## src/rtl/simple_dual_port_dist_ram.sv

```systemverilog
// Simple dual-port distributed RAM: synchronous write, asynchronous read.
module simple_dual_port_dist_ram #(
    parameter int unsigned DATA_WIDTH = 8,
    parameter int unsigned ADDR_WIDTH = 6
) (
    input  logic                  clk,
    input  logic                  we,
    input  logic [ADDR_WIDTH-1:0] waddr,
    input  logic [DATA_WIDTH-1:0] wdata,
    input  logic [ADDR_WIDTH-1:0] raddr,
    output logic [DATA_WIDTH-1:0] rdata
);

    localparam int unsigned ENTRIES = 2 ** ADDR_WIDTH;

    logic [DATA_WIDTH-1:0] mem [ENTRIES];

    always_ff @(posedge clk) begin
        if (we) begin
            mem[waddr] <= wdata;
        end
    end

    assign rdata = mem[raddr];

endmodule

```

## src/rtl/narrow_to_wide_fifo.sv

```systemverilog
// Width up-converting FIFO: packs WIDTH_RATIO narrow pushes (first in LSBs) into one
// wide RAM entry; flush commits a zero-padded partial word at end of stream.
module narrow_to_wide_fifo #(
    parameter int unsigned INPUT_WIDTH        = 4,
    parameter int unsigned OUTPUT_WIDTH       = 8,
    parameter int unsigned DEPTH              = 6,
    parameter int unsigned ALMOST_EMPTY_COUNT = 1,
    parameter int unsigned ALMOST_FULL_COUNT  = 1,
    parameter int unsigned WIDTH_RATIO        = OUTPUT_WIDTH / INPUT_WIDTH
) (
    input  logic                           clk,
    input  logic                           rst,
    input  logic                           push,
    input  logic                           flush,
    input  logic                           pop,
    input  logic [INPUT_WIDTH-1:0]         d,
    output logic [OUTPUT_WIDTH-1:0]        q,
    output logic                           full,
    output logic                           empty,
    output logic [DEPTH:0]                 count,
    output logic [$clog2(WIDTH_RATIO)-1:0] pack_count,
    output logic                           almost_empty,
    output logic                           almost_full
);

    localparam int unsigned PACK_W    = $clog2(WIDTH_RATIO);
    localparam int unsigned PTR_W     = DEPTH + 1;
    localparam int unsigned ENTRIES   = 2 ** DEPTH;
    localparam int unsigned LAST_LANE = WIDTH_RATIO - 1;
    localparam int unsigned AE_LIM    = 1 + ALMOST_EMPTY_COUNT;
    localparam int unsigned AF_LIM    = ENTRIES - 1 - ALMOST_FULL_COUNT;

    logic [PTR_W-1:0]        wr_ptr_q, wr_ptr_d;
    logic [PTR_W-1:0]        rd_ptr_q, rd_ptr_d;
    logic [PACK_W-1:0]       pack_count_q, pack_count_d;
    logic [OUTPUT_WIDTH-1:0] pack_q, pack_d;
    logic [OUTPUT_WIDTH-1:0] q_q, q_d;
    logic [OUTPUT_WIDTH-1:0] wdata;
    logic [OUTPUT_WIDTH-1:0] rd_data;
    logic                    ram_full;
    logic                    push_ok;
    logic                    pop_ok;
    logic                    commit;

    // Status derived purely from registered pointers and pack state.
    assign count        = wr_ptr_q - rd_ptr_q;
    assign empty        = (wr_ptr_q == rd_ptr_q);
    assign ram_full     = (wr_ptr_q[DEPTH-1:0] == rd_ptr_q[DEPTH-1:0]) &&
                          (wr_ptr_q[DEPTH] != rd_ptr_q[DEPTH]);
    assign full         = ram_full && (pack_count_q == PACK_W'(LAST_LANE));
    assign almost_empty = (count < PTR_W'(AE_LIM));
    assign almost_full  = (count > PTR_W'(AF_LIM));
    assign pack_count   = pack_count_q;
    assign q            = q_q;

    always_comb begin
        pack_d       = pack_q;
        pack_count_d = pack_count_q;
        wr_ptr_d     = wr_ptr_q;
        rd_ptr_d     = rd_ptr_q;
        q_d          = q_q;
        commit       = 1'b0;
        wdata        = pack_q;
        push_ok      = push && !full;
        pop_ok       = pop && !empty;

        if (push_ok) begin
            for (int unsigned k = 0; k < WIDTH_RATIO; k++) begin
                if (pack_count_q == PACK_W'(k)) begin
                    wdata[k*INPUT_WIDTH +: INPUT_WIDTH] = d;
                end
            end
            if (pack_count_q == PACK_W'(LAST_LANE)) begin
                commit = 1'b1;
            end else begin
                pack_count_d = pack_count_q + PACK_W'(1);
            end
        end

        // Flush commits whatever the push left behind; unfilled lanes are already zero.
        if (flush && !commit && !ram_full && (push_ok || pack_count_q != '0)) begin
            commit = 1'b1;
        end

        if (commit) begin
            pack_d       = '0;
            pack_count_d = '0;
            wr_ptr_d     = wr_ptr_q + PTR_W'(1);
        end else begin
            pack_d = wdata;
        end

        if (pop_ok) begin
            q_d      = rd_data;
            rd_ptr_d = rd_ptr_q + PTR_W'(1);
        end
    end

    always_ff @(posedge clk) begin
        if (rst) begin
            wr_ptr_q     <= '0;
            rd_ptr_q     <= '0;
            pack_count_q <= '0;
            pack_q       <= '0;
            q_q          <= '0;
        end else begin
            wr_ptr_q     <= wr_ptr_d;
            rd_ptr_q     <= rd_ptr_d;
            pack_count_q <= pack_count_d;
            pack_q       <= pack_d;
            q_q          <= q_d;
        end
    end

    simple_dual_port_dist_ram #(
        .DATA_WIDTH(OUTPUT_WIDTH),
        .ADDR_WIDTH(DEPTH)
    ) u_ram (
        .clk  (clk),
        .we   (commit),
        .waddr(wr_ptr_q[DEPTH-1:0]),
        .wdata(wdata),
        .raddr(rd_ptr_q[DEPTH-1:0]),
        .rdata(rd_data)
    );

endmodule

```

## config.mk

```make
export PLATFORM = sky130hd
export DESIGN_NAME = narrow_to_wide_fifo
export DESIGN_NICKNAME = d
export VERILOG_FILES = /design/src/rtl/simple_dual_port_dist_ram.sv /design/src/rtl/narrow_to_wide_fifo.sv
export SDC_FILE = /design/constraint.sdc
export NUM_CORES = 1
export LEC_CHECK = 0
export BUFFER_PORTS_ARGS = -buffer_cell sky130_fd_sc_hd__buf_2
export CORE_ASPECT_RATIO = 1.5
export CORE_MARGIN = 8
export CORE_UTILIZATION = 67
export DETAILED_ROUTE_END_ITERATION = 16
export GPL_ROUTABILITY_DRIVEN = 0
export PLACE_DENSITY = 0.84
export REMOVE_ABC_BUFFERS = 1
export SETUP_SLACK_MARGIN = 0.4
export SKIP_CTS_REPAIR_TIMING = 1
export SYNTH_ARGS = -nofsm -noshare
export SYNTH_HDL_FRONTEND = slang
export SYNTH_SLANG_ARGS = --single-unit
```

## constraint.sdc

```tcl
create_clock -name clk -period 6 [get_ports clk]
set_clock_uncertainty 0.2 [all_clocks]
set_input_delay 0.6 -clock clk [delete_from_list [all_inputs] [get_ports clk]]
set_output_delay 0.6 -clock clk [all_outputs]
set_load 0.03 [all_outputs]
```

==> qor.json <==
{
  "run_status": {"value": "complete, no violations"},
  "cap_violations": {"value": 0},
  "setup.worst_path.start": {"value": "rd_ptr_q[1]$_SDFFE_PP0P_"},
  "max-clock-path-buffers": {"value": 3},
  "clkSlewWorstSetupHoldPaths": {"value": 70, "unit": "ps"},
  "netlist_instances": {"value": 1199},
  "clock_tree_sinks": {"value": 543},
  "critical_path.endpoint": {"value": "almost_full"},
  "numPlacedInstances": {"value": 1594},
  "per_cell_routed_wire_length": {"value": 29.36, "unit": "um"},
  "final_cell_count_no_fill": {"value": 1678},
  "cts_inserted_buffers": {"value": 45},
  "critPathTopFamily": {"value": "compound AO/OA/AOI/OAI gates"},
  "worstSkewPairLatency": {"value": 570, "unit": "ps"},
  "min-delay-path-class": {"value": "in2reg"},
  "number_of_enable_type_register_cells_in_the_synthesized_netlist": {"value": 512},
  "boundaryPins": {"value": 29},
  "rows": {"value": 81},
  "antenna_found_initial": {"value": 0},
  "min_period_over_period": {"value": 80.57, "unit": "%"},
  "p_leak": {"value": 7.607, "unit": "nW"},
  "final-max-slew-violation-count": {"value": 0},
  "insertedDiodeCount": {"value": 0},
  "grt_first_pass_wirelength": {"value": 73.57, "unit": "mm"},
  "buffer_ports.inserted": {"value": 28},
  "hpwl": {"value": 30.77, "unit": "mm"},
  "cp.required": {"value": 5200, "unit": "ps"},
  "setup.worst_path.end_class": {"value": "output port"},
  "post_synth.cell_area_avg": {"value": 18.13, "unit": "um2"},
  "layout_common_cells": {"value": "sky130_fd_sc_hd__edfxtp_1, sky130_fd_sc_hd__mux2i_1, sky130_fd_sc_hd__nor2_1, sky130_fd_sc_hd__mux4_2, sky130_fd_sc_hd__clkbuf_16"},
  "worst_path_max_delay_cell": {"value": "sky130_fd_sc_hd__dfxtp_4"},
  "cellPowerDensity": {"value": 351.6, "unit": "mW/mm2"},
  "drt_iter0_drc": {"value": 1199},
  "synth.yosys.seq_area_share": {"value": 73.58, "unit": "%"},
  "ff2ff_setup_slack": {"value": 1500, "unit": "ps"},
  "syn2layout_area_growth": {"value": 8.328, "unit": "%"},
  "ys.flop_type": {"value": "sky130_fd_sc_hd__edfxtp_1"},
  "number_of_nets_with_antenna_violations_after_routing": {"value": 0},
  "critical_path_class": {"value": "reg2out"},
  "gr-total-overflow": {"value": 0},
  "die_h": {"value": 236.6, "unit": "um"},
  "yosys_register_bits": {"value": 543},
  "die_width": {"value": 163.1, "unit": "um"},
  "finalPower": {"value": 8.280, "unit": "mW"},
  "post_route_cells_drive_above_1_share": {"value": 15.20, "unit": "%"},
  "crit-reg2reg-capture": {"value": "u_ram.mem[14][5]$_DFFE_PP_"},
  "pin_slew_with_the_least_headroom_to_its_limit": {"value": 1121, "unit": "ps"},
  "crit_chain": {"value": "clkinv_1 -> ha_1 -> nor2b_1 -> o21ai_0 -> a21boi_0 -> nor2_1 -> o311ai_0 -> a41o_1 -> buf_2"},
  "cp_max_fo": {"value": 53},
  "yosysWarnings": {"value": 0},
  "tritoncts_clock_tree": {"value": "yes"},
  "detail_route.vias_per_cell": {"value": 6.825},
  "final_critical_period": {"value": 4834, "unit": "ps"},
  "first_global_vias": {"value": 11788},
  "crit_arrival": {"value": 4030, "unit": "ps"},
  "critical_path.reg2reg.startpoint": {"value": "rd_ptr_q[1]$_SDFFE_PP0P_"},
  "maxClockFrequency": {"value": 206.9, "unit": "MHz"},
  "n_fill_cell": {"value": 1785},
  "floorplan.die_area": {"value": 0.03858, "unit": "mm2"},
  "grt_util_all_layers": {"value": 26.00, "unit": "%"},
  "htree_num_levels": {"value": 2},
  "syn-cell-area": {"value": 0.02174, "unit": "mm2"},
  "placement.cell_area": {"value": 0.02203, "unit": "mm2"},
  "grt_start_max_net_pins": {"value": 66},
  "critical_path_cell_count": {"value": 9},
  "design.core.area": {"value": 0.03233, "unit": "mm2"},
  "grt_setup_unrepaired": {"value": "false"},
  "async_reset_ff_share": {"value": 0, "unit": "%"},
  "register_area": {"value": 0.01600, "unit": "mm2"},
  "post_synth_num_cell_types": {"value": 67},
  "floorplan.initialDensity": {"value": 67.24, "unit": "%"},
  "dr.pass1.iters": {"value": 5},
  "wl": {"value": 49.26, "unit": "mm"},
  "vias": {"value": 11452},
  "irDropWorstVdd": {"value": 214.6, "unit": "uV"},
  "clock-root-buffer": {"value": "sky130_fd_sc_hd__clkbuf_16"},
  "start_kind": {"value": "register"},
  "post-route-drc-count": {"value": 0},
  "area_of_the_multi_input_gates": {"value": 0.005209, "unit": "mm2"},
  "worst_r2r_path_depth": {"value": 7},
  "setup_viol_count_final": {"value": 0},
  "layout_commonest_cell": {"value": "sky130_fd_sc_hd__edfxtp_1"},
  "tns": {"value": 0, "unit": "ps"},
  "final_hold_viol_count": {"value": 0},
  "layout.cell_area.non_filler": {"value": 0.02355, "unit": "mm2"},
  "worstPathBufferInverterCount": {"value": 2},
  "finish.net_count": {"value": 1244},
  "finish.utilization": {"value": 72.84, "unit": "%"},
  "slew-limit-headroom": {"value": 25.13, "unit": "%"},
  "cpPeakStageDelay": {"value": 850, "unit": "ps"}
}
-- layout make-up --
cell class | instances | area share (%)
well taps | 415 | 2.205
repair buffers | 42 | 1.041
clock buffers | 53 | 5.090
clock inverters | 31 | 1.344
multi-input cells | 579 | 22.12
inverters | 15 | 0.2391
flip-flops and latches | 543 | 67.96
-- worst min path at each step --
stage	startpoint	endpoint	slack (ps)	cells after the start
after detailed placement	q[2]$_SDFFE_PP0P_	q[2]$_SDFFE_PP0P_	280	2
after floorplan	wr_ptr_q[6]$_SDFFE_PP0P_	wr_ptr_q[6]$_SDFFE_PP0P_	290	2
after global routing	push	pack_count$_SDFFE_PP0N_	120	3
final	push	pack_count$_SDFFE_PP0N_	110	3
after CTS	push	pack_count$_SDFFE_PP0N_	100	3
after global placement	q[4]$_SDFFE_PP0P_	q[4]$_SDFFE_PP0P_	280	2
-- kinds of logic after synthesis --
logic type                 after synthesis  share of synthesized area [%]
adders and majority gates               10                         0.5986
xor gates and xnor gates                13                         0.5584
buffers and inverters                   77                          2.458
DFF                                    543                          73.58
muxes                                  207                          13.66
AOI/OAI and AO/OA                      135                          4.495
and+or+nand+nor                        214                          4.645
-- flip-flops by register name, summed over array words and instances, names as in the netlist --
signal	cells
u_ram.mem	512
pack_q	8
q	8
rd_ptr_q	7
wr_ptr_q	7
pack_count	1
-- layer usage --
metal  track usage (%)  routed length (um)
met3             4.658                3922
met5                 0                   0
met2             43.60               25230
met4             17.96                3632
met1             29.87               16480
-- power breakdown --
group          internal [mW]  leakage [nW]  switching (mW)
Sequential              4.19          5.16          0.0408
Clock                   1.70         0.734            1.30
Combinational          0.394          1.71           0.662
-- worst min-delay path, delay by kind of cell --
kind                   cells  cell delay, ps
and+or+nand+nor            2             120
buffers and inverters      1             120
-- cell usage after synthesis (5+ instances only) --
cell | n | area share, %
sky130_fd_sc_hd__buf_4 | 10 | 0.35
sky130_fd_sc_hd__dfxtp_1 | 31 | 2.9
sky130_fd_sc_hd__edfxtp_1 | 512 | 71
sky130_fd_sc_hd__a22oi_1 | 45 | 1.6
sky130_fd_sc_hd__xnor2_1 | 9 | 0.36
sky130_fd_sc_hd__mux4_2 | 51 | 5.3
sky130_fd_sc_hd__o221ai_1 | 11 | 0.44
sky130_fd_sc_hd__nand3b_1 | 6 | 0.21
sky130_fd_sc_hd__nor3_1 | 12 | 0.28
sky130_fd_sc_hd__mux2_2 | 13 | 0.67
sky130_fd_sc_hd__nand3_1 | 27 | 0.62
sky130_fd_sc_hd__buf_8 | 5 | 0.35
sky130_fd_sc_hd__buf_1 | 5 | 0.086
sky130_fd_sc_hd__a21oi_1 | 26 | 0.60
sky130_fd_sc_hd__nor2b_1 | 15 | 0.43
sky130_fd_sc_hd__nand4_1 | 7 | 0.20
sky130_fd_sc_hd__nand2_1 | 29 | 0.50
sky130_fd_sc_hd__nor2_1 | 94 | 1.6
sky130_fd_sc_hd__buf_2 | 15 | 0.35
sky130_fd_sc_hd__clkbuf_1 | 14 | 0.24
sky130_fd_sc_hd__ha_1 | 8 | 0.46
sky130_fd_sc_hd__o21ai_0 | 10 | 0.23
sky130_fd_sc_hd__mux2i_1 | 128 | 5.9
sky130_fd_sc_hd__inv_1 | 13 | 0.22
sky130_fd_sc_hd__buf_6 | 9 | 0.47
sky130_fd_sc_hd__a221oi_1 | 10 | 0.40
sky130_fd_sc_hd__mux4_1 | 15 | 1.8
-- through the flow --
stage	hold WS, ps	worst slack [ps]
5_1_grt	116.8	942.5
3_5_place_dp	284.2	1613
3_3_place_gp	284.0	1760
4_1_cts	96.11	1187
2_1_floorplan	285.6	-2558
6_report	114.7	1166
No activity file was read; power rests on OpenSTA's default activity.
